[config.mk]
export PLATFORM = sky130hd
export DESIGN_NAME = riscv_multicycle_ctrl_flat
export DESIGN_NICKNAME = d
export VERILOG_FILES = /design/src/rtl/riscv_pkg.sv /design/src/rtl/riscv_multicycle_ctrl_if.sv /design/src/rtl/riscv_perf_counters.sv /design/src/rtl/riscv_multicycle_ctrl.sv /design/src/flat_wrapper.sv
export SDC_FILE = /design/constraint.sdc
export NUM_CORES = 1
export LEC_CHECK = 0
export CAP_MARGIN = 25
export CORE_MARGIN = 3
export CORE_UTILIZATION = 36
export CTS_CLUSTER_SIZE = 12
export DETAILED_ROUTE_END_ITERATION = 10
export HOLD_SLACK_MARGIN = 0.12
export PLACE_DENSITY = 0.89
export SLEW_MARGIN = 20
export SYNTH_ARGS = -nofsm -noshare
export SYNTH_HDL_FRONTEND = slang
export SYNTH_SLANG_ARGS = --single-unit
export TNS_END_PERCENT = 20
[constraint.sdc]
create_clock -name clk_i -period 2.85 [get_ports clk_i]
set_input_delay 0.57 -clock clk_i [delete_from_list [all_inputs] [get_ports clk_i]]
set_output_delay 0.57 -clock clk_i [all_outputs]
set_load 0.05 [all_outputs]
[src/rtl/riscv_pkg.sv]
// rtl/riscv_pkg.sv - shared RV32I function codes, control FSM states and datapath select encodings
package riscv_pkg;

   localparam int unsigned F_LUI    = 0;
   localparam int unsigned F_AUIPC  = 1;
   localparam int unsigned F_JAL    = 2;
   localparam int unsigned F_JALR   = 3;
   localparam int unsigned F_BEQ    = 4;
   localparam int unsigned F_BNE    = 5;
   localparam int unsigned F_BLT    = 6;
   localparam int unsigned F_BGE    = 7;
   localparam int unsigned F_BLTU   = 8;
   localparam int unsigned F_BGEU   = 9;
   localparam int unsigned F_LB     = 10;
   localparam int unsigned F_LH     = 11;
   localparam int unsigned F_LW     = 12;
   localparam int unsigned F_LBU    = 13;
   localparam int unsigned F_LHU    = 14;
   localparam int unsigned F_SB     = 15;
   localparam int unsigned F_SH     = 16;
   localparam int unsigned F_SW     = 17;
   localparam int unsigned F_ADDI   = 18;
   localparam int unsigned F_SLTI   = 19;
   localparam int unsigned F_SLTIU  = 20;
   localparam int unsigned F_XORI   = 21;
   localparam int unsigned F_ORI    = 22;
   localparam int unsigned F_ANDI   = 23;
   localparam int unsigned F_SLLI   = 24;
   localparam int unsigned F_SRLI   = 25;
   localparam int unsigned F_SRAI   = 26;
   localparam int unsigned F_ADD    = 27;
   localparam int unsigned F_SUB    = 28;
   localparam int unsigned F_SLL    = 29;
   localparam int unsigned F_SLT    = 30;
   localparam int unsigned F_SLTU   = 31;
   localparam int unsigned F_XOR    = 32;
   localparam int unsigned F_SRL    = 33;
   localparam int unsigned F_SRA    = 34;
   localparam int unsigned F_OR     = 35;
   localparam int unsigned F_AND    = 36;
   localparam int unsigned F_FENCE  = 37;
   localparam int unsigned F_ECALL  = 38;
   localparam int unsigned F_EBREAK = 39;

   typedef enum logic [2:0] {
      ST_FETCH     = 3'd0,
      ST_DECODE    = 3'd1,
      ST_EXECUTE   = 3'd2,
      ST_MEM       = 3'd3,
      ST_WRITEBACK = 3'd4,
      ST_HALT      = 3'd5
   } ctrl_state_t;

   localparam logic [1:0] PC_SEL_PC4  = 2'd0;
   localparam logic [1:0] PC_SEL_IMM  = 2'd1;
   localparam logic [1:0] PC_SEL_JALR = 2'd2;

   localparam logic [1:0] WB_SEL_ALU  = 2'd0;
   localparam logic [1:0] WB_SEL_LOAD = 2'd1;
   localparam logic [1:0] WB_SEL_PC4  = 2'd2;
   localparam logic [1:0] WB_SEL_IMM  = 2'd3;

   localparam logic [1:0] DMEM_SIZE_BYTE = 2'd0;
   localparam logic [1:0] DMEM_SIZE_HALF = 2'd1;
   localparam logic [1:0] DMEM_SIZE_WORD = 2'd2;

   localparam logic [1:0] CAUSE_NONE    = 2'd0;
   localparam logic [1:0] CAUSE_ECALL   = 2'd1;
   localparam logic [1:0] CAUSE_EBREAK  = 2'd2;
   localparam logic [1:0] CAUSE_ILLEGAL = 2'd3;

   function automatic logic is_branch(input int unsigned code);
      return (code >= F_BEQ) && (code <= F_BGEU);
   endfunction

   function automatic logic is_load(input int unsigned code);
      return (code >= F_LB) && (code <= F_LHU);
   endfunction

   function automatic logic is_store(input int unsigned code);
      return (code >= F_SB) && (code <= F_SW);
   endfunction

   function automatic logic [1:0] dmem_size_of(input int unsigned code);
      logic [1:0] size;
      size = DMEM_SIZE_BYTE;
      if (code == F_LH || code == F_LHU || code == F_SH) size = DMEM_SIZE_HALF;
      if (code == F_LW || code == F_SW) size = DMEM_SIZE_WORD;
      return size;
   endfunction

   function automatic logic is_unsigned_load(input int unsigned code);
      return (code == F_LBU) || (code == F_LHU);
   endfunction

   // Branches, stores and FENCE retire without touching the register file.
   function automatic logic rf_we_of(input int unsigned code);
      return (code <= F_JALR) || is_load(code) || ((code >= F_ADDI) && (code <= F_AND));
   endfunction

   function automatic logic [1:0] wb_sel_of(input int unsigned code);
      logic [1:0] sel;
      sel = WB_SEL_ALU;
      if (code == F_LUI) sel = WB_SEL_IMM;
      if (code == F_JAL || code == F_JALR) sel = WB_SEL_PC4;
      if (is_load(code)) sel = WB_SEL_LOAD;
      return sel;
   endfunction

   function automatic logic [1:0] pc_sel_of(input int unsigned code, input logic taken);
      logic [1:0] sel;
      sel = PC_SEL_PC4;
      if (code == F_JAL || (is_branch(code) && taken)) sel = PC_SEL_IMM;
      if (code == F_JALR) sel = PC_SEL_JALR;
      return sel;
   endfunction

endpackage

[src/rtl/riscv_multicycle_ctrl_if.sv]
// rtl/riscv_multicycle_ctrl_if.sv - instruction and data memory request/ready handshakes
interface riscv_multicycle_ctrl_if;
   logic       imem_req_o;
   logic       imem_ready_i;
   logic       dmem_req_o;
   logic       dmem_we_o;
   logic [1:0] dmem_size_o;
   logic       dmem_unsigned_o;
   logic       dmem_ready_i;

   modport master (
      output imem_req_o, dmem_req_o, dmem_we_o, dmem_size_o, dmem_unsigned_o,
      input  imem_ready_i, dmem_ready_i
   );

   modport slave (
      input  imem_req_o, dmem_req_o, dmem_we_o, dmem_size_o, dmem_unsigned_o,
      output imem_ready_i, dmem_ready_i
   );
endinterface

[src/rtl/riscv_perf_counters.sv]
// rtl/riscv_perf_counters.sv - free-running cycle and retired-instruction counters
module riscv_perf_counters #(
   parameter int CNT_WIDTH = 64
) (
   input  logic                 clk_i,
   input  logic                 rst_i,
   input  logic                 cycle_en_i,
   input  logic                 instret_en_i,
   output logic [CNT_WIDTH-1:0] cycle_cnt_o,
   output logic [CNT_WIDTH-1:0] instret_o
);

   always_ff @(posedge clk_i) begin
      if (rst_i) begin
         cycle_cnt_o <= '0;
         instret_o   <= '0;
      end else begin
         if (cycle_en_i)   cycle_cnt_o <= cycle_cnt_o + CNT_WIDTH'(1);
         if (instret_en_i) instret_o   <= instret_o + CNT_WIDTH'(1);
      end
   end

endmodule

[src/rtl/riscv_multicycle_ctrl.sv]
// rtl/riscv_multicycle_ctrl.sv - RV32I multi-cycle control FSM; counters built only with RISCV_CTRL_PERF_CNT_EN
module riscv_multicycle_ctrl
   import riscv_pkg::*;
#(
   parameter int F_WIDTH   = 6,
   parameter int CNT_WIDTH = 64
) (
   input  logic                 clk_i,
   input  logic                 rst_i,
   input  logic [F_WIDTH-1:0]   f_i,
   input  logic                 branch_taken_i,
   riscv_multicycle_ctrl_if.master mem,
   output logic                 ir_we_o,
   output logic                 pc_we_o,
   output logic [1:0]           pc_sel_o,
   output logic                 rf_we_o,
   output logic [1:0]           wb_sel_o,
   output logic                 halt_o,
   output logic [1:0]           cause_o,
   output logic [CNT_WIDTH-1:0] cycle_cnt_o,
   output logic [CNT_WIDTH-1:0] instret_o
);

   ctrl_state_t        state_q, state_d;
   logic [F_WIDTH-1:0] f_q;
   logic               taken_q;
   logic [1:0]         cause_q, cause_d;
   int unsigned        code_i, code_q;

   assign code_i = 32'(f_i);
   assign code_q = 32'(f_q);

   always_ff @(posedge clk_i) begin
      if (rst_i) begin
         state_q <= ST_FETCH;
         f_q     <= '0;
         taken_q <= 1'b0;
         cause_q <= CAUSE_NONE;
      end else begin
         state_q <= state_d;
         cause_q <= cause_d;
         if (state_q == ST_DECODE)  f_q <= f_i;
         if (state_q == ST_EXECUTE) taken_q <= branch_taken_i && is_branch(code_q);
      end
   end

   always_comb begin
      state_d             = state_q;
      cause_d             = cause_q;
      mem.imem_req_o      = 1'b0;
      mem.dmem_req_o      = 1'b0;
      mem.dmem_we_o       = 1'b0;
      mem.dmem_size_o     = DMEM_SIZE_BYTE;
      mem.dmem_unsigned_o = 1'b0;
      ir_we_o             = 1'b0;
      pc_we_o             = 1'b0;
      pc_sel_o            = PC_SEL_PC4;
      rf_we_o             = 1'b0;
      wb_sel_o            = WB_SEL_ALU;

      unique case (state_q)
         ST_FETCH: begin
            mem.imem_req_o = 1'b1;
            // The IR must not latch while reset holds the FSM in FETCH.
            if (mem.imem_ready_i && !rst_i) begin
               ir_we_o = 1'b1;
               state_d = ST_DECODE;
            end
         end
         ST_DECODE: begin
            if (code_i == F_ECALL) begin
               state_d = ST_HALT;
               cause_d = CAUSE_ECALL;
            end else if (code_i == F_EBREAK) begin
               state_d = ST_HALT;
               cause_d = CAUSE_EBREAK;
            end else if (code_i > F_EBREAK) begin
               state_d = ST_HALT;
               cause_d = CAUSE_ILLEGAL;
            end else begin
               state_d = ST_EXECUTE;
            end
         end
         ST_EXECUTE: begin
            state_d = (is_load(code_q) || is_store(code_q)) ? ST_MEM : ST_WRITEBACK;
         end
         ST_MEM: begin
            mem.dmem_req_o      = 1'b1;
            mem.dmem_we_o       = is_store(code_q);
            mem.dmem_size_o     = dmem_size_of(code_q);
            mem.dmem_unsigned_o = is_unsigned_load(code_q);
            if (mem.dmem_ready_i) state_d = ST_WRITEBACK;
         end
         ST_WRITEBACK: begin
            pc_we_o  = 1'b1;
            pc_sel_o = pc_sel_of(code_q, taken_q);
            rf_we_o  = rf_we_of(code_q);
            wb_sel_o = wb_sel_of(code_q);
            state_d  = ST_FETCH;
         end
         ST_HALT: begin
            state_d = ST_HALT;
         end
         default: begin
            state_d = ST_FETCH;
         end
      endcase
   end

   assign halt_o  = (state_q == ST_HALT);
   assign cause_o = cause_q;

`ifdef RISCV_CTRL_PERF_CNT_EN
   riscv_perf_counters #(
      .CNT_WIDTH (CNT_WIDTH)
   ) u_perf_counters (
      .clk_i        (clk_i),
      .rst_i        (rst_i),
      .cycle_en_i   (state_q != ST_HALT),
      .instret_en_i (state_q == ST_WRITEBACK),
      .cycle_cnt_o  (cycle_cnt_o),
      .instret_o    (instret_o)
   );
`else
   assign cycle_cnt_o = '0;
   assign instret_o   = '0;
`endif

endmodule

[src/flat_wrapper.sv]
// flat-port wrapper written by rule: the top's interface ports become plain ports
module riscv_multicycle_ctrl_flat import riscv_pkg::*;
#(
   parameter int F_WIDTH   = 6,
   parameter int CNT_WIDTH = 64
)
  (clk_i, rst_i, f_i, branch_taken_i, ir_we_o, pc_we_o, pc_sel_o, rf_we_o, wb_sel_o, halt_o, cause_o, cycle_cnt_o, instret_o, mem_imem_req_o, mem_dmem_req_o, mem_dmem_we_o, mem_dmem_size_o, mem_dmem_unsigned_o, mem_imem_ready_i, mem_dmem_ready_i);
  riscv_multicycle_ctrl_if mem_i ();
  input  logic clk_i;
  input  logic rst_i;
  input  logic [F_WIDTH-1:0] f_i;
  input  logic branch_taken_i;
  output logic ir_we_o;
  output logic pc_we_o;
  output logic [1:0] pc_sel_o;
  output logic rf_we_o;
  output logic [1:0] wb_sel_o;
  output logic halt_o;
  output logic [1:0] cause_o;
  output logic [CNT_WIDTH-1:0] cycle_cnt_o;
  output logic [CNT_WIDTH-1:0] instret_o;
  output wire logic [$bits(mem_i.imem_req_o)-1:0] mem_imem_req_o;
  output wire logic [$bits(mem_i.dmem_req_o)-1:0] mem_dmem_req_o;
  output wire logic [$bits(mem_i.dmem_we_o)-1:0] mem_dmem_we_o;
  output wire logic [$bits(mem_i.dmem_size_o)-1:0] mem_dmem_size_o;
  output wire logic [$bits(mem_i.dmem_unsigned_o)-1:0] mem_dmem_unsigned_o;
  input wire logic [$bits(mem_i.imem_ready_i)-1:0] mem_imem_ready_i;
  input wire logic [$bits(mem_i.dmem_ready_i)-1:0] mem_dmem_ready_i;
  assign mem_imem_req_o = mem_i.imem_req_o;
  assign mem_dmem_req_o = mem_i.dmem_req_o;
  assign mem_dmem_we_o = mem_i.dmem_we_o;
  assign mem_dmem_size_o = mem_i.dmem_size_o;
  assign mem_dmem_unsigned_o = mem_i.dmem_unsigned_o;
  assign mem_i.imem_ready_i = mem_imem_ready_i;
  assign mem_i.dmem_ready_i = mem_dmem_ready_i;
  riscv_multicycle_ctrl #(.F_WIDTH(F_WIDTH), .CNT_WIDTH(CNT_WIDTH)) u_core (.clk_i(clk_i), .rst_i(rst_i), .f_i(f_i), .branch_taken_i(branch_taken_i), .mem(mem_i), .ir_we_o(ir_we_o), .pc_we_o(pc_we_o), .pc_sel_o(pc_sel_o), .rf_we_o(rf_we_o), .wb_sel_o(wb_sel_o), .halt_o(halt_o), .cause_o(cause_o), .cycle_cnt_o(cycle_cnt_o), .instret_o(instret_o));
endmodule
==> summary.txt, run 1 <==
Initial antenna violation count = 0
Reg2Reg Depth = 4
Met2 wire length = 1590 um
Clk slew on worst S/H paths = 50 ps
Max stage delay on crit path = 810 ps
DP Worst Slack = 445 ps
Most Frequent Cell on Critical Path = nand2b_1
Clock latency on the worst-skew pair = 240 ps
Final worst slack = 186 ps
IR drop worst, VDD = 212 uV
Row count = 25
CP required = 2280 ps
Via count = 1254
Area Growth Syn to Fin = -6.22%
Clk_skew = 3.39 ps
Crit-path cells = nand2b_1, nand2b_1, nor2_1, clkdlybuf4s50_1
Final period util = 0.935
Reg2reg start = u_core.f_q[3]
# hold bufs at CTS = 0
Worst slew margin = 0.647
Ports = 155
Post-synth EDFFs = 0
Outcome = finished, final reports clean
Async S/R FF share, synth = 0
CTS tree = done
Max Used Layer = met4
Worst path bufs/invs = 1
Metal3 WL = 421 um
Post-route DRC violation count = 0
Post-route minimum period = 2660 ps
Worst Setup Start Kind = register
First-pass GRT wire length = 4280 um
Ratio of cells with drive above 1 in the final layout = 0.0889
Via/cell ratio = 3.72
RR Endpoint = u_core.state_q[2]
WL per Instance = 9.44 um
Pin count of the biggest net entering global routing = 16
Mapped cell area = 1870 sq um
Routability cong. = 0.842
Antenna Cells = 0
Setup Fix Bufs, Post-CTS = 0
Starting density of the core = 0.383
Die Y = 78.1 um
Most used flip-flop cell after synthesis = dfxtp_1
Die Width = 78.1 um
Max Cap Viol = 0
Dominant cells by area after synthesis = buf_4, dfxtp_1, nor2_1
CP endpoint kind = output port
Core ar. = 4880 sq um
Final #Nets = 283
Antenna viol nets, final = 0
Reg area = 240 sq um
Global route overflow = 0
Synth cell types = 46
Worst-case clock buffer depth = 2
Arr. time, crit path = 2090 ps
Final Hold Violating Endpoints = 0
Yosys top cell by area = buf_4
Leakage = 0.855 nW
Slew Limit Fails = 0
Post_cts resized = 0
Total CTS buffers = 3
M1 WL = 1150 um
CTS sink cnt = 12
R2R setup slack = 1290 ps
Sequential share of the synthesized area = 0.128
WP depth = 4
Worst setup path end = wb_sel_o[0]
Multi-input gate area = 1080 sq um
Post-synthesis area per instance = 7.54 sq um
Drt total wl = 3180 um
Overall global routing resource usage = 0.0861
Root cell of the clock tree = clkbuf_8
Mapped Cells = 248
DRT Pass-1 Iters = 5
CP max FO = 15
CP delay by family, top = buffers and inverters
Highest-delay cell along the critical path = clkdlybuf4s50_1
Seq cells post-synth = 12
Warnings from Yosys = 0
PD cells = 542 nW/um^2
Max H-tree Level = 1
Post-detail-place hpwl = 2670 um
Die area = 6100 sq um
Final setup viols = 0
Fillers = 517
DRT iter0 DRCs = 29
Worst-Margin Slew = 527 ps
Crit. Startpoint = u_core.state_q[1]
Fmax = 375 MHz
Hold Crit Class = reg -> reg
RSZ-0062 raised after global routing = false
Top cell type's share of synthesized area = 0.514
Fin Setup TNS = 0 ps
Port buffer count = 26
Worst Path Class, Setup = reg -> out
Vias in the first global route = 894
placed cells by master (no fill, tap or decap), drive strengths merged, types with 2 or more instances in the layout:
master	n
and3b	2
nor4	2
nor3	6
a211oi	2
clkbuf	3
nand2b	6
nand3	2
nand2	6
a31oi	2
conb	128
dfxtp	12
nor2	19
clkdlybuf4s50	17
mux2i	5
nor2b	2
inv	7
nor4b	2
buf	11
o21ai	6
or3	2
maj3	2
a21oi	9
cells by family after synthesis:
group                      after synthesis  synth area share
and+or+nand+nor                         54             0.168
buffers and inverters                  143             0.546
other                                    1           0.00200
muxes                                    5            0.0268
xor gates and xnor gates                 1           0.00468
AOI/OAI and AO/OA                       30             0.112
DFF                                     12             0.128
adders and majority gates                2            0.0114
worst min-delay path by stage:
stage,startpoint,to,depth (start not counted)
2_1_floorplan,u_core.taken_q,u_core.taken_q,2
3_3_place_gp,u_core.taken_q,u_core.taken_q,2
3_5_place_dp,u_core.taken_q,u_core.taken_q,2
4_1_cts,u_core.taken_q,u_core.taken_q,2
5_1_grt,u_core.taken_q,u_core.taken_q,2
6_report,u_core.taken_q,u_core.taken_q,2
registers in the layout, indices dropped and copies added, names as in the netlist:
name            count
u_core.taken_q      1
u_core.cause_o      2
u_core.state_q      3
u_core.f_q          6
metal layers:
metal | vias to the layer above | global-route usage
met5 | - | 0
met2 | 86 | 0.146
met4 | 0 | 0.0105
met3 | 3 | 0.0333
met1 | 558 | 0.106
li1 | 607 | -
synthesized netlist by cell type (all sizes together) (2+ instances only):
cell / instances
a211oi: 2
a21oi: 9
a31oi: 2
and3b: 2
buf: 132
clkbuf: 4
dfxtp: 12
inv: 7
maj3: 2
mux2i: 5
nand2: 6
nand2b: 6
nand3: 2
nor2: 19
nor2b: 2
nor3: 6
nor4: 2
nor4b: 2
o21ai: 6
or3: 2
where the power goes:
| part | switching [mW] | internal, mW | total, mW |
|---|---|---|---|
| Sequential | 0.0374 | 0.184 | 0.221 |
| Combinational | 0.484 | 0.0921 | 0.576 |
| Clock | 0.0610 | 0.0931 | 0.154 |
| Total | 0.582 | 0.369 | 0.951 |
worst register-to-register path, cell delays in order (launching register included):
cell and delay [ps]:
dfxtp_1 600, nor2b_1 280, a21oi_1 150, nor3_1 220, and3b_1 210
per-stage QoR:
step                       util  cells  instance area, sq um  power, mW  hold WS [ps]
after floorplan               -    375                  2350      0.865           467
after CTS                 0.359    337                  1750      0.950           513
after global placement    0.351    334                  1710      0.787           487
final                     0.359    337                  1750      0.951           510
after global routing      0.359    337                  1750      0.994           520
after detailed placement  0.351    334                  1710      0.794           506
layout make-up:
cell class | instances | share of cell area
Clock buffer | 3 | 0.0235
Timing Repair Buffer | 28 | 0.158
Tap cell | 67 | 0.0478
Inverter | 7 | 0.0150
Sequential cell | 12 | 0.137
Multi-Input combinational cell | 220 | 0.618
Note: power is estimated with default switching activity, not from simulation.
==> inputs of run 2 (changes only) <==
--- a/config.mk
+++ b/config.mk
@@ -7,11 +7,12 @@
 export LEC_CHECK = 0
 export CAP_MARGIN = 25
 export CORE_MARGIN = 3
-export CORE_UTILIZATION = 36
+export CORE_UTILIZATION = 45
 export CTS_CLUSTER_SIZE = 12
 export DETAILED_ROUTE_END_ITERATION = 10
+export DONT_BUFFER_PORTS = 1
 export HOLD_SLACK_MARGIN = 0.12
-export PLACE_DENSITY = 0.89
+export PLACE_DENSITY = 0.61
 export SLEW_MARGIN = 20
 export SYNTH_ARGS = -nofsm -noshare
 export SYNTH_HDL_FRONTEND = slang
==> run 2 against run 1 <==
  * Core utilization is 5.1 points higher
  * Clock power is 21% higher
  * Non-clock buffer count is 15 lower
  * Highest routed layer unchanged
  * Critical endpoint is now rf_we_o
  * Global-route usage up 1.4 points
  * First-iteration DRC count is 110% higher
  * Count of clock-buffer cells in the layout increased by 1
  * Via count shrank 4.6%
  * Register-to-register slack hardly changed
  * Power down 0.65%
  * Final cell count decreased by 9.8%
==> summary.txt, run 2 (synthesized netlist as in run 1, its figures left out) <==
CP max FO = 14 (was 15)
Worst Path Class, Setup = reg -> out (unchanged)
Die Y = 70.5 um (was 78.1 um)
DRT iter0 DRCs = 60 (was 29)
Commonest cells after routing, fill and taps aside = conb_1, nor2_1, buf_4 (was conb_1, nor2_1, clkdlybuf4s50_1)
CTS sink cnt = 12 (unchanged)
Post-route DRC violation count = 0 (unchanged)
Max Cap Viol = 0 (unchanged)
Leakage = 0.804 nW (was 0.855 nW)
Root cell of the clock tree = clkbuf_8 (unchanged)
CP endpoint kind = output port (unchanged)
CTS tree = done (unchanged)
Post-route minimum period = 2480 ps (was 2660 ps)
Reg with most FFs = u_core.f_q (unchanged)
Slew Limit Fails = 0 (unchanged)
Fmax = 403 MHz (was 375 MHz)
Worst Setup Start Kind = register (unchanged)
Total CTS buffers = 3 (unchanged)
CP required = 2280 ps (about the same)
Worst-case clock buffer depth = 2 (unchanged)
WP depth = 5 (was 4)
Worst-Margin Slew = 527 ps (about the same)
Overall global routing resource usage = 0.0997 (was 0.0861)
Final setup viols = 0 (unchanged)
Fin Setup TNS = 0 ps (unchanged)
Port buffer count = 0 (was 26)
Max FFs per register = 6 (unchanged)
Hold Crit Class = in -> reg (was reg -> reg)
DRT Pass-1 Iters = 4 (was 5)
Clock latency on the worst-skew pair = 240 ps (about the same)
First-pass GRT wire length = 4020 um (was 4280 um)
Outcome = finished, final reports clean (unchanged)
Arr. time, crit path = 1910 ps (was 2090 ps)
CP delay by family, top = flip-flops (was buffers and inverters)
Global route overflow = 0 (unchanged)
Most common cell after layout, fill and taps aside = conb_1 (unchanged)
Ports = 155 (unchanged)
Clk slew on worst S/H paths = 50 ps (about the same)
Crit-path cells = inv_1, maj3_2, nor3b_1, o41ai_2, buf_4 (was nand2b_1, nand2b_1, nor2_1, clkdlybuf4s50_1)
WL per Instance = 9.75 um (was 9.44 um)
Row count = 22 (was 25)
Setup Fix Bufs, Post-CTS = 0 (unchanged)
Vias in the first global route = 810 (was 894)
Hold depth = 1 (was 2)
Post_cts resized = 0 (unchanged)
Starting density of the core = 0.489 (was 0.383)
IR drop worst, VDD = 310 uV (was 212 uV)
Clk_skew = 2.34 ps (was 3.39 ps)
Pin count of the biggest net entering global routing = 16 (unchanged)
Routability cong. = 0.756 (was 0.842)
Via/cell ratio = 3.93 (was 3.72)
Die area = 4970 sq um (was 6100 sq um)
Reg2Reg Depth = 4 (unchanged)
Worst path bufs/invs = 2 (was 1)
Final period util = 0.872 (was 0.935)
Antenna viol nets, final = 0 (unchanged)
Drt total wl = 2970 um (was 3180 um)
Hold slack = 392 ps (was 510 ps)
Max stage delay on crit path = 580 ps (was 810 ps)
Via count = 1196 (was 1254)
Post-detail-place hpwl = 2450 um (was 2670 um)
Final #Nets = 268 (was 283)
Initial antenna violation count = 0 (unchanged)
Area Growth Syn to Fin = -16.1% (was -6.22%)
PD cells = 602 nW/um^2 (was 542 nW/um^2)
# hold bufs at CTS = 0 (unchanged)
Core ar. = 3830 sq um (was 4880 sq um)
Highest-delay cell along the critical path = dfxtp_1 (was clkdlybuf4s50_1)
Max H-tree Level = 1 (unchanged)
RSZ-0062 raised after global routing = false (unchanged)
Ratio of cells with drive above 1 in the final layout = 0.109 (was 0.0889)
Final Hold Violating Endpoints = 0 (unchanged)
Antenna Cells = 0 (unchanged)
Worst slew margin = 0.648 (was 0.647)
Die Width = 70.5 um (was 78.1 um)
==> run 2: cell count changes in the layout (fill, tap and decap cells not counted), sizes merged <==
cell           change
clkbuf             +1
clkdlybuf4s50     -17
buf                +2
==> run 2: power by group <==
group	switching, mW	internal (mW)	leakage, nW
Combinational	0.456	0.0654	0.677
Sequential	0.0526	0.184	0.0980
Clock	0.0650	0.122	0.0288
Total	0.573	0.371	0.804
==> run 2: area by class of cell <==
type | count | area, sq um
multi-input cells | 220 | 1090
flip-flops and latches | 12 | 240
inverters | 7 | 26.3
clock buffers | 4 | 55.1
fillers | 416 | 2260
well taps | 48 | 60.1
repair buffers | 13 | 97.6
==> run 2: routing by layer <==
layer  up-vias  GRT usage  wire [um]  share of wire
met5         -          0          0              0
met4         0     0.0447         43          0.015
met3         4     0.0245        448           0.15
met2        88      0.153       1420           0.48
met1       531      0.131       1050           0.35
li1        573          -          -              -
==> run 2: stage by stage <==
stage,utilization,power [mW],cell area [sq um],instances,worst slack (ps)
after floorplan,-,0.865,2350,375,31.4
after global placement,0.396,0.754,1510,300,655
after detailed placement,0.396,0.756,1510,300,620
after CTS,0.410,0.946,1570,304,361
after global routing,0.410,0.990,1570,304,255
final,0.410,0.945,1570,304,366
==> run 2: worst paths after layout <==
path | from | end | slack, ps
setup / recovery | u_core.f_q[3] | rf_we_o | 370
hold / removal | rst_i | u_core.taken_q | 390
setup reg to reg | u_core.state_q[0] | u_core.f_q[4] | 1300
hold reg to reg | u_core.taken_q | u_core.taken_q | 500
==> inputs of run 3 (changes only) <==
--- a/config.mk
+++ b/config.mk
@@ -17,4 +17,4 @@
 export SYNTH_ARGS = -nofsm -noshare
 export SYNTH_HDL_FRONTEND = slang
 export SYNTH_SLANG_ARGS = --single-unit
-export TNS_END_PERCENT = 20
+export TNS_END_PERCENT = 5
==> results of run 3 <==
No change in the layout: final DEF, timing and power equal those of run 2.
